**config.mk**
```make
export PLATFORM = sky130hd
export DESIGN_NAME = change_dispenser_flat
export DESIGN_NICKNAME = d
export VERILOG_FILES = /design/src/rtl/change_dispenser_if.sv /design/src/rtl/change_dispenser.sv /design/src/flat_wrapper.sv
export SDC_FILE = /design/constraint.sdc
export NUM_CORES = 1
export LEC_CHECK = 0
export CORE_UTILIZATION = 49
export CTS_CLUSTER_SIZE = 20
export DETAILED_ROUTE_END_ITERATION = 10
export GPL_TIMING_DRIVEN = 0
export PLACE_DENSITY = 0.74
export SETUP_SLACK_MARGIN = 0.1
export SLEW_MARGIN = 20
export SYNTH_ARGS = -nofsm -noshare
export SYNTH_HDL_FRONTEND = slang
export SYNTH_SLANG_ARGS = --single-unit
```
**constraint.sdc**
```tcl
create_clock -name clk_i -period 2.02 [get_ports clk_i]
set_input_delay 0.404 -clock clk_i [delete_from_list [all_inputs] [get_ports clk_i]]
set_output_delay 0.404 -clock clk_i [all_outputs]
set_load 0.005 [all_outputs]
```
**src/rtl/change_dispenser_if.sv**
```systemverilog
// Vend-event, handshake and status bundle between the vending front end and the payout controller.
// The controller takes the slave side; the vending FSM / hopper model takes the master side.
interface change_dispenser_if;
  logic       soda_i;
  logic [2:0] change_i;
  logic       soda_req_o;
  logic       soda_ack_i;
  logic       dime_req_o;
  logic       nickle_req_o;
  logic       coin_ack_i;
  logic [2:0] paid_o;
  logic       done_o;
  logic       busy_o;
  logic       full_o;
  logic       overflow_o;
  logic       fault_o;

  modport master (
    output soda_i, change_i, soda_ack_i, coin_ack_i,
    input  soda_req_o, dime_req_o, nickle_req_o, paid_o, done_o,
           busy_o, full_o, overflow_o, fault_o
  );

  modport slave (
    input  soda_i, change_i, soda_ack_i, coin_ack_i,
    output soda_req_o, dime_req_o, nickle_req_o, paid_o, done_o,
           busy_o, full_o, overflow_o, fault_o
  );
endinterface

```
**src/rtl/change_dispenser.sv**
```systemverilog
// Payout controller: queues vend events, drives the soda motor, then pays change dimes-first
// through request/ack handshakes with a per-request timeout that latches a fault.
module change_dispenser #(
  parameter int FIFO_DEPTH  = 2,
  parameter int ACK_TIMEOUT = 15
) (
  input logic               clk_i,
  input logic               rst_ni,
  change_dispenser_if.slave bus
);
  localparam int AW = $clog2(FIFO_DEPTH);
  localparam int CW = AW + 1;
  localparam int TW = $clog2(ACK_TIMEOUT + 1);

  typedef enum logic [2:0] {
    S_IDLE,
    S_SODA,
    S_DIME,
    S_NICKLE,
    S_GAP,
    S_FAULT
  } state_e;

  state_e          state_q, state_d;
  logic [2:0]      remain_q, remain_d;
  logic [2:0]      paid_q, paid_d;
  logic [TW-1:0]   tmo_q, tmo_d;
  logic            done_q, done_d;
  logic            soda_req_q, dime_req_q, nickle_req_q;
  logic            busy_q, full_q, overflow_q, fault_q;

  logic [2:0]      mem_q [FIFO_DEPTH];
  logic [AW-1:0]   wr_ptr_q, rd_ptr_q;
  logic [CW-1:0]   count_q, count_d;
  logic [FIFO_DEPTH-1:0] wen;

  logic fifo_full, fifo_empty, push, pop, drop, in_req, tmo_expired;

  // Full is judged on start-of-cycle occupancy, so a same-cycle pop cannot rescue a push.
  assign fifo_full  = (count_q == CW'(FIFO_DEPTH));
  assign fifo_empty = (count_q == '0);
  assign push       = bus.soda_i && !fifo_full && (state_q != S_FAULT);
  assign drop       = bus.soda_i &&  fifo_full && (state_q != S_FAULT);
  // The done cycle is a settle cycle: the next queued event is popped one cycle later.
  assign pop        = (state_q == S_IDLE) && !fifo_empty && !done_q;

  assign in_req      = (state_q == S_SODA) || (state_q == S_DIME) || (state_q == S_NICKLE);
  assign tmo_expired = (tmo_q == TW'(ACK_TIMEOUT - 1));

  generate
    for (genvar gi = 0; gi < FIFO_DEPTH; gi++) begin : g_wen
      assign wen[gi] = push && (wr_ptr_q == AW'(gi));
    end
  endgenerate

  always_ff @(posedge clk_i) begin
    for (int i = 0; i < FIFO_DEPTH; i++) begin
      if (wen[i]) mem_q[i] <= bus.change_i;
    end
  end

  always_comb begin
    count_d = count_q;
    unique case ({push, pop})
      2'b10:   count_d = count_q + CW'(1);
      2'b01:   count_d = count_q - CW'(1);
      default: count_d = count_q;
    endcase
  end

  function automatic state_e select_next(input logic [2:0] r);
    if (r >= 3'd2)      return S_DIME;
    else if (r == 3'd1) return S_NICKLE;
    else                return S_IDLE;
  endfunction

  always_comb begin
    state_d  = state_q;
    remain_d = remain_q;
    paid_d   = paid_q;
    unique case (state_q)
      S_IDLE: begin
        if (pop) begin
          remain_d = mem_q[rd_ptr_q];
          paid_d   = '0;
          state_d  = S_SODA;
        end
      end
      S_SODA: begin
        if (bus.soda_ack_i)   state_d = select_next(remain_q);
        else if (tmo_expired) state_d = S_FAULT;
      end
      S_DIME: begin
        if (bus.coin_ack_i) begin
          remain_d = remain_q - 3'd2;
          paid_d   = paid_q + 3'd2;
          state_d  = S_GAP;
        end else if (tmo_expired) begin
          state_d = S_FAULT;
        end
      end
      S_NICKLE: begin
        if (bus.coin_ack_i) begin
          remain_d = remain_q - 3'd1;
          paid_d   = paid_q + 3'd1;
          state_d  = S_GAP;
        end else if (tmo_expired) begin
          state_d = S_FAULT;
        end
      end
      S_GAP:   state_d = select_next(remain_q);
      S_FAULT: state_d = S_FAULT;
      default: state_d = S_IDLE;
    endcase
  end

  // Request states never follow themselves directly, so staying put means still waiting.
  assign tmo_d  = (in_req && (state_d == state_q)) ? (tmo_q + TW'(1)) : '0;
  assign done_d = ((state_q == S_SODA) || (state_q == S_GAP)) && (state_d == S_IDLE);

  always_ff @(posedge clk_i) begin
    if (!rst_ni) begin
      state_q      <= S_IDLE;
      remain_q     <= '0;
      paid_q       <= '0;
      tmo_q        <= '0;
      done_q       <= 1'b0;
      wr_ptr_q     <= '0;
      rd_ptr_q     <= '0;
      count_q      <= '0;
      soda_req_q   <= 1'b0;
      dime_req_q   <= 1'b0;
      nickle_req_q <= 1'b0;
      busy_q       <= 1'b0;
      full_q       <= 1'b0;
      overflow_q   <= 1'b0;
      fault_q      <= 1'b0;
    end else begin
      state_q      <= state_d;
      remain_q     <= remain_d;
      paid_q       <= paid_d;
      tmo_q        <= tmo_d;
      done_q       <= done_d;
      count_q      <= count_d;
      if (push) wr_ptr_q <= wr_ptr_q + AW'(1);
      if (pop)  rd_ptr_q <= rd_ptr_q + AW'(1);
      soda_req_q   <= (state_d == S_SODA);
      dime_req_q   <= (state_d == S_DIME);
      nickle_req_q <= (state_d == S_NICKLE);
      busy_q       <= (state_d != S_IDLE) || (count_d != '0);
      full_q       <= (count_d == CW'(FIFO_DEPTH));
      overflow_q   <= overflow_q | drop;
      fault_q      <= (state_d == S_FAULT);
    end
  end

  assign bus.soda_req_o   = soda_req_q;
  assign bus.dime_req_o   = dime_req_q;
  assign bus.nickle_req_o = nickle_req_q;
  assign bus.paid_o       = paid_q;
  assign bus.done_o       = done_q;
  assign bus.busy_o       = busy_q;
  assign bus.full_o       = full_q;
  assign bus.overflow_o   = overflow_q;
  assign bus.fault_o      = fault_q;
endmodule

```
**src/flat_wrapper.sv**
```systemverilog
// flat-port wrapper written by rule: the top's interface ports become plain ports
module change_dispenser_flat 
#(
  parameter int FIFO_DEPTH  = 2,
  parameter int ACK_TIMEOUT = 15
)
  (clk_i, rst_ni, bus_soda_i, bus_change_i, bus_soda_ack_i, bus_coin_ack_i, bus_soda_req_o, bus_dime_req_o, bus_nickle_req_o, bus_paid_o, bus_done_o, bus_busy_o, bus_full_o, bus_overflow_o, bus_fault_o);
  change_dispenser_if bus_i ();
  input logic clk_i;
  input logic rst_ni;
  input wire logic [$bits(bus_i.soda_i)-1:0] bus_soda_i;
  input wire logic [$bits(bus_i.change_i)-1:0] bus_change_i;
  input wire logic [$bits(bus_i.soda_ack_i)-1:0] bus_soda_ack_i;
  input wire logic [$bits(bus_i.coin_ack_i)-1:0] bus_coin_ack_i;
  output wire logic [$bits(bus_i.soda_req_o)-1:0] bus_soda_req_o;
  output wire logic [$bits(bus_i.dime_req_o)-1:0] bus_dime_req_o;
  output wire logic [$bits(bus_i.nickle_req_o)-1:0] bus_nickle_req_o;
  output wire logic [$bits(bus_i.paid_o)-1:0] bus_paid_o;
  output wire logic [$bits(bus_i.done_o)-1:0] bus_done_o;
  output wire logic [$bits(bus_i.busy_o)-1:0] bus_busy_o;
  output wire logic [$bits(bus_i.full_o)-1:0] bus_full_o;
  output wire logic [$bits(bus_i.overflow_o)-1:0] bus_overflow_o;
  output wire logic [$bits(bus_i.fault_o)-1:0] bus_fault_o;
  assign bus_i.soda_i = bus_soda_i;
  assign bus_i.change_i = bus_change_i;
  assign bus_i.soda_ack_i = bus_soda_ack_i;
  assign bus_i.coin_ack_i = bus_coin_ack_i;
  assign bus_soda_req_o = bus_i.soda_req_o;
  assign bus_dime_req_o = bus_i.dime_req_o;
  assign bus_nickle_req_o = bus_i.nickle_req_o;
  assign bus_paid_o = bus_i.paid_o;
  assign bus_done_o = bus_i.done_o;
  assign bus_busy_o = bus_i.busy_o;
  assign bus_full_o = bus_i.full_o;
  assign bus_overflow_o = bus_i.overflow_o;
  assign bus_fault_o = bus_i.fault_o;
  change_dispenser #(.FIFO_DEPTH(FIFO_DEPTH), .ACK_TIMEOUT(ACK_TIMEOUT)) u_core (.clk_i(clk_i), .rst_ni(rst_ni), .bus(bus_i));
endmodule
```
==> flow_summary.toml <==
[run_status]
status = "finished, final reports clean"

[floorplanning]
rows = 20
chipHeight_um = 59.6
chipWidth_um = 59.6
dieArea_um2 = 3550
ios = 19
start_util_pct = 52.4
fp.coreArea_um2 = 3100

[synth]
number_of_instances_in_the_synthesized_netlist = 166
post_syn_area_um2 = 1630
synth_largest_area_cell = "dfxtp_1"
yosys_register_bits = 32
ys_warn_count = 0
netlist-cell-type-count = 53
netlist_top_cells_area = "dfxtp_1 (32%), edfxtp_1 (11%), ha_1 (6.2%)"
main_flop_type_after_synthesis = "dfxtp_1"
syn-num-nets = 182
fraction_of_registers_with_async_set_or_reset_after_synthesis_pct = 0
most_frequent_cells_after_synthesis = "dfxtp_1 (26), nor2_1 (15), inv_1 (10), a21oi_1 (8), ha_1 (8)"
syn_avg_cell_area_um2 = 9.79
synth_enable_flop_cells = 6
synthDominantCellAreaShare_pct = 32.0
seq_area_frac_synth_pct = 43.1
synth_most_common_cell = "dfxtp_1"

[sta]
timing.final.max_slew_violations = 0
layout_min_cycle_time_ps = 1890
timing.slew.headroom_pct = 62.8
max_clock_freq_mhz = 528
clock_skew_ps = 11.7
grt_setup_unrepaired = "yes"
timing_worst_slew_pin_value_ps = 558
timing.final.hold_violations = 0
finalSetupViolCount = 0
fraction_of_the_cycle_the_final_worst_path_needs_pct = 93.8
timing.setup.tns_ps = 0

[routing]
drc = 0
detailed_routing_iterations_pass_1 = 4
first_iter_violations = 66
ant_nets = 0
vias = 1391
route.detailed.wl_per_inst_um = 15.9
routed_via_density = 5.68
drt-total-wl_mm = 3.89

[clock_network]
cts_sink_count = 32
clock_tree_root_buffer_cell = "clkbuf_4"
clk_pin_slew_worst_paths_ps = 100
cts_made_buffers = 5
clk_path_buf_depth = 2
htreeDepth = 2
clkLatencyLatePin_ps = 330
cts_tree = "done"

[place]
post-dp-hpwl_mm = 2.55
place.port_buffers = 17
gpl.final_weighted_congestion = 0.821

[cells_and_area]
layout.nets = 216
post_route_cells_drive_above_1_share_pct = 23.4
fin_util_pct = 69.9
areaGrowthSynthToFinish_pct = 33.4
n_antenna_cell = 0

[critical_path]
critical_path.cell_chain = "or3b_4 > a221oi_4 > a2111oi_4 > bufbuf_8 > a2111oi_2"
critPathLaunchType = "register"
slowest_delay_ps = 400
critical_path.endpoint_type = "register"
worst_path_dominant_cell_family = "compound AO/OA/AOI/OAI gates"
crit_fanout = 6
worst_ep_required_time_ps = 2260
criticalPathCategory = "reg2reg"
r2r_end = "u_core.tmo_q[0]"
regToRegSetupSlack_ps = 130
reg2regPathDepth = 5
critical_path_arrival_ps = 2130
cpMaxStageDelayCell = "or3b_4"
path_buf_inv = 1
r2r_start = "u_core.state_q[0]"

[global_route]
globalRoute.totalOverflow = 0
grt_first_pass_wirelength_mm = 6.08
vias_in_the_first_global_route = 1308
antenna_found_initial = 0
grt_start_max_net_pins = 11
groute.usage.overall_pct = 23.9

[power]
p_leak_nw = 0.853
vdd.ir_drop.worst_mv = 0.845
power_per_cell_area_nw_per_um2 = 1270

[flow_run]
max_cap_violations = 0

[worst_hold_path]
min_path_type = "reg2reg"
whs_path_depth = 1
timing.hold.worst_endpoint = "u_core.tmo_q[0]"
timing.hold.worst.start = "u_core.tmo_q[0]"
## layer usage
metal  vias up  wire [um]  track usage (%)
met3         9        160             5.90
met1       677       1670             29.8
met5         -          0                0
met2        37       1980             38.7
li1        668          -                -
met4         0         79             11.3
## through the flow
| stage | instances | power, W | instance area, um^2 | hold WS [ps] | setup slack, ps |
|---|---|---|---|---|---|
| 2_1_floorplan | 166 | 0.00165 | 1630 | 451 | 111 |
| 3_3_place_gp | 227 | 0.00191 | 1850 | 462 | -296 |
| 3_5_place_dp | 227 | 0.00194 | 1850 | 480 | -328 |
| 4_1_cts | 240 | 0.00256 | 2020 | 494 | 67.7 |
| 5_1_grt | 245 | 0.00291 | 2170 | 531 | 70.4 |
| 6_report | 245 | 0.00275 | 2170 | 502 | 125 |
## cell families after synthesis
kind of cell,after synthesis,share of synthesized area (%)
XOR/XNOR,6,3.23
buffers and inverters,19,5.08
AO/OA/AOI/OAI,40,19.0
AND/OR/NAND/NOR,56,20.2
flip-flops,32,43.1
adder cells (fa/ha/maj),8,6.16
multiplexers,5,3.23
## worst max-delay path by stage
stage | from | to | cells after the start
floorplan | u_core.state_q[1] | u_core.bus.busy_o | 8
global placement | bus_soda_ack_i | u_core.tmo_q[0] | 6
detailed placement | bus_soda_ack_i | u_core.tmo_q[0] | 6
CTS | u_core.state_q[2] | u_core.bus.busy_o | 9
global route | u_core.state_q[1] | u_core.bus.full_o | 8
finish | u_core.state_q[0] | u_core.tmo_q[0] | 5
## layout by cell type (no fill, tap or decap), types with 3 or more instances in the layout
cell type and instances:
ha_1 7, nand2_1 5, xnor2_1 4, o21ai_1 3, edfxtp_1 6, dfxtp_1 21
clkbuf_1 4, buf_4 10, nand3b_1 4, nor2b_1 4, a2111oi_4 3, nor3_1 3
dfxtp_2 3, clkdlybuf4s50_1 16, clkbuf_4 7, nand2b_1 5, nor2_1 14, o21a_1 3
a21oi_1 8, inv_1 9, mux2i_1 3
## sequential cells by signal (all words and copies together) (netlist names), 2 cells and up, named ones only
register	cells
u_core.bus.paid_o	3
u_core.count_q	2
u_core.mem_q	6
u_core.remain_q	3
u_core.state_q	3
u_core.tmo_q	4
## report_power, final
part / internal [W] / switching (W) / leakage, nW
clock: 0.000170 / 0.000222 / 0.0315
sequential: 0.000802 / 0.000120 / 0.271
combinational: 0.000734 / 0.000703 / 0.550
## cell type report
class	count	area, um^2
well taps	44	55.1
clock inverters	1	7.51
inverters	10	37.5
repair buffers	27	244
flip-flops and latches	32	712
fillers	264	935
plain buffers	9	72.6
clock buffers	7	55.1
multi-input cells	115	985
## repair_timing
item,in CTS,in global routing
buffers inserted,4,5
hold buffers,0,0
hold endpoints to repair,0,0
setup endpoints to repair,7,10
cloned,1,0
pin swaps,3,9
resized for setup,18,22
Power figures use the tool's default switching activity.
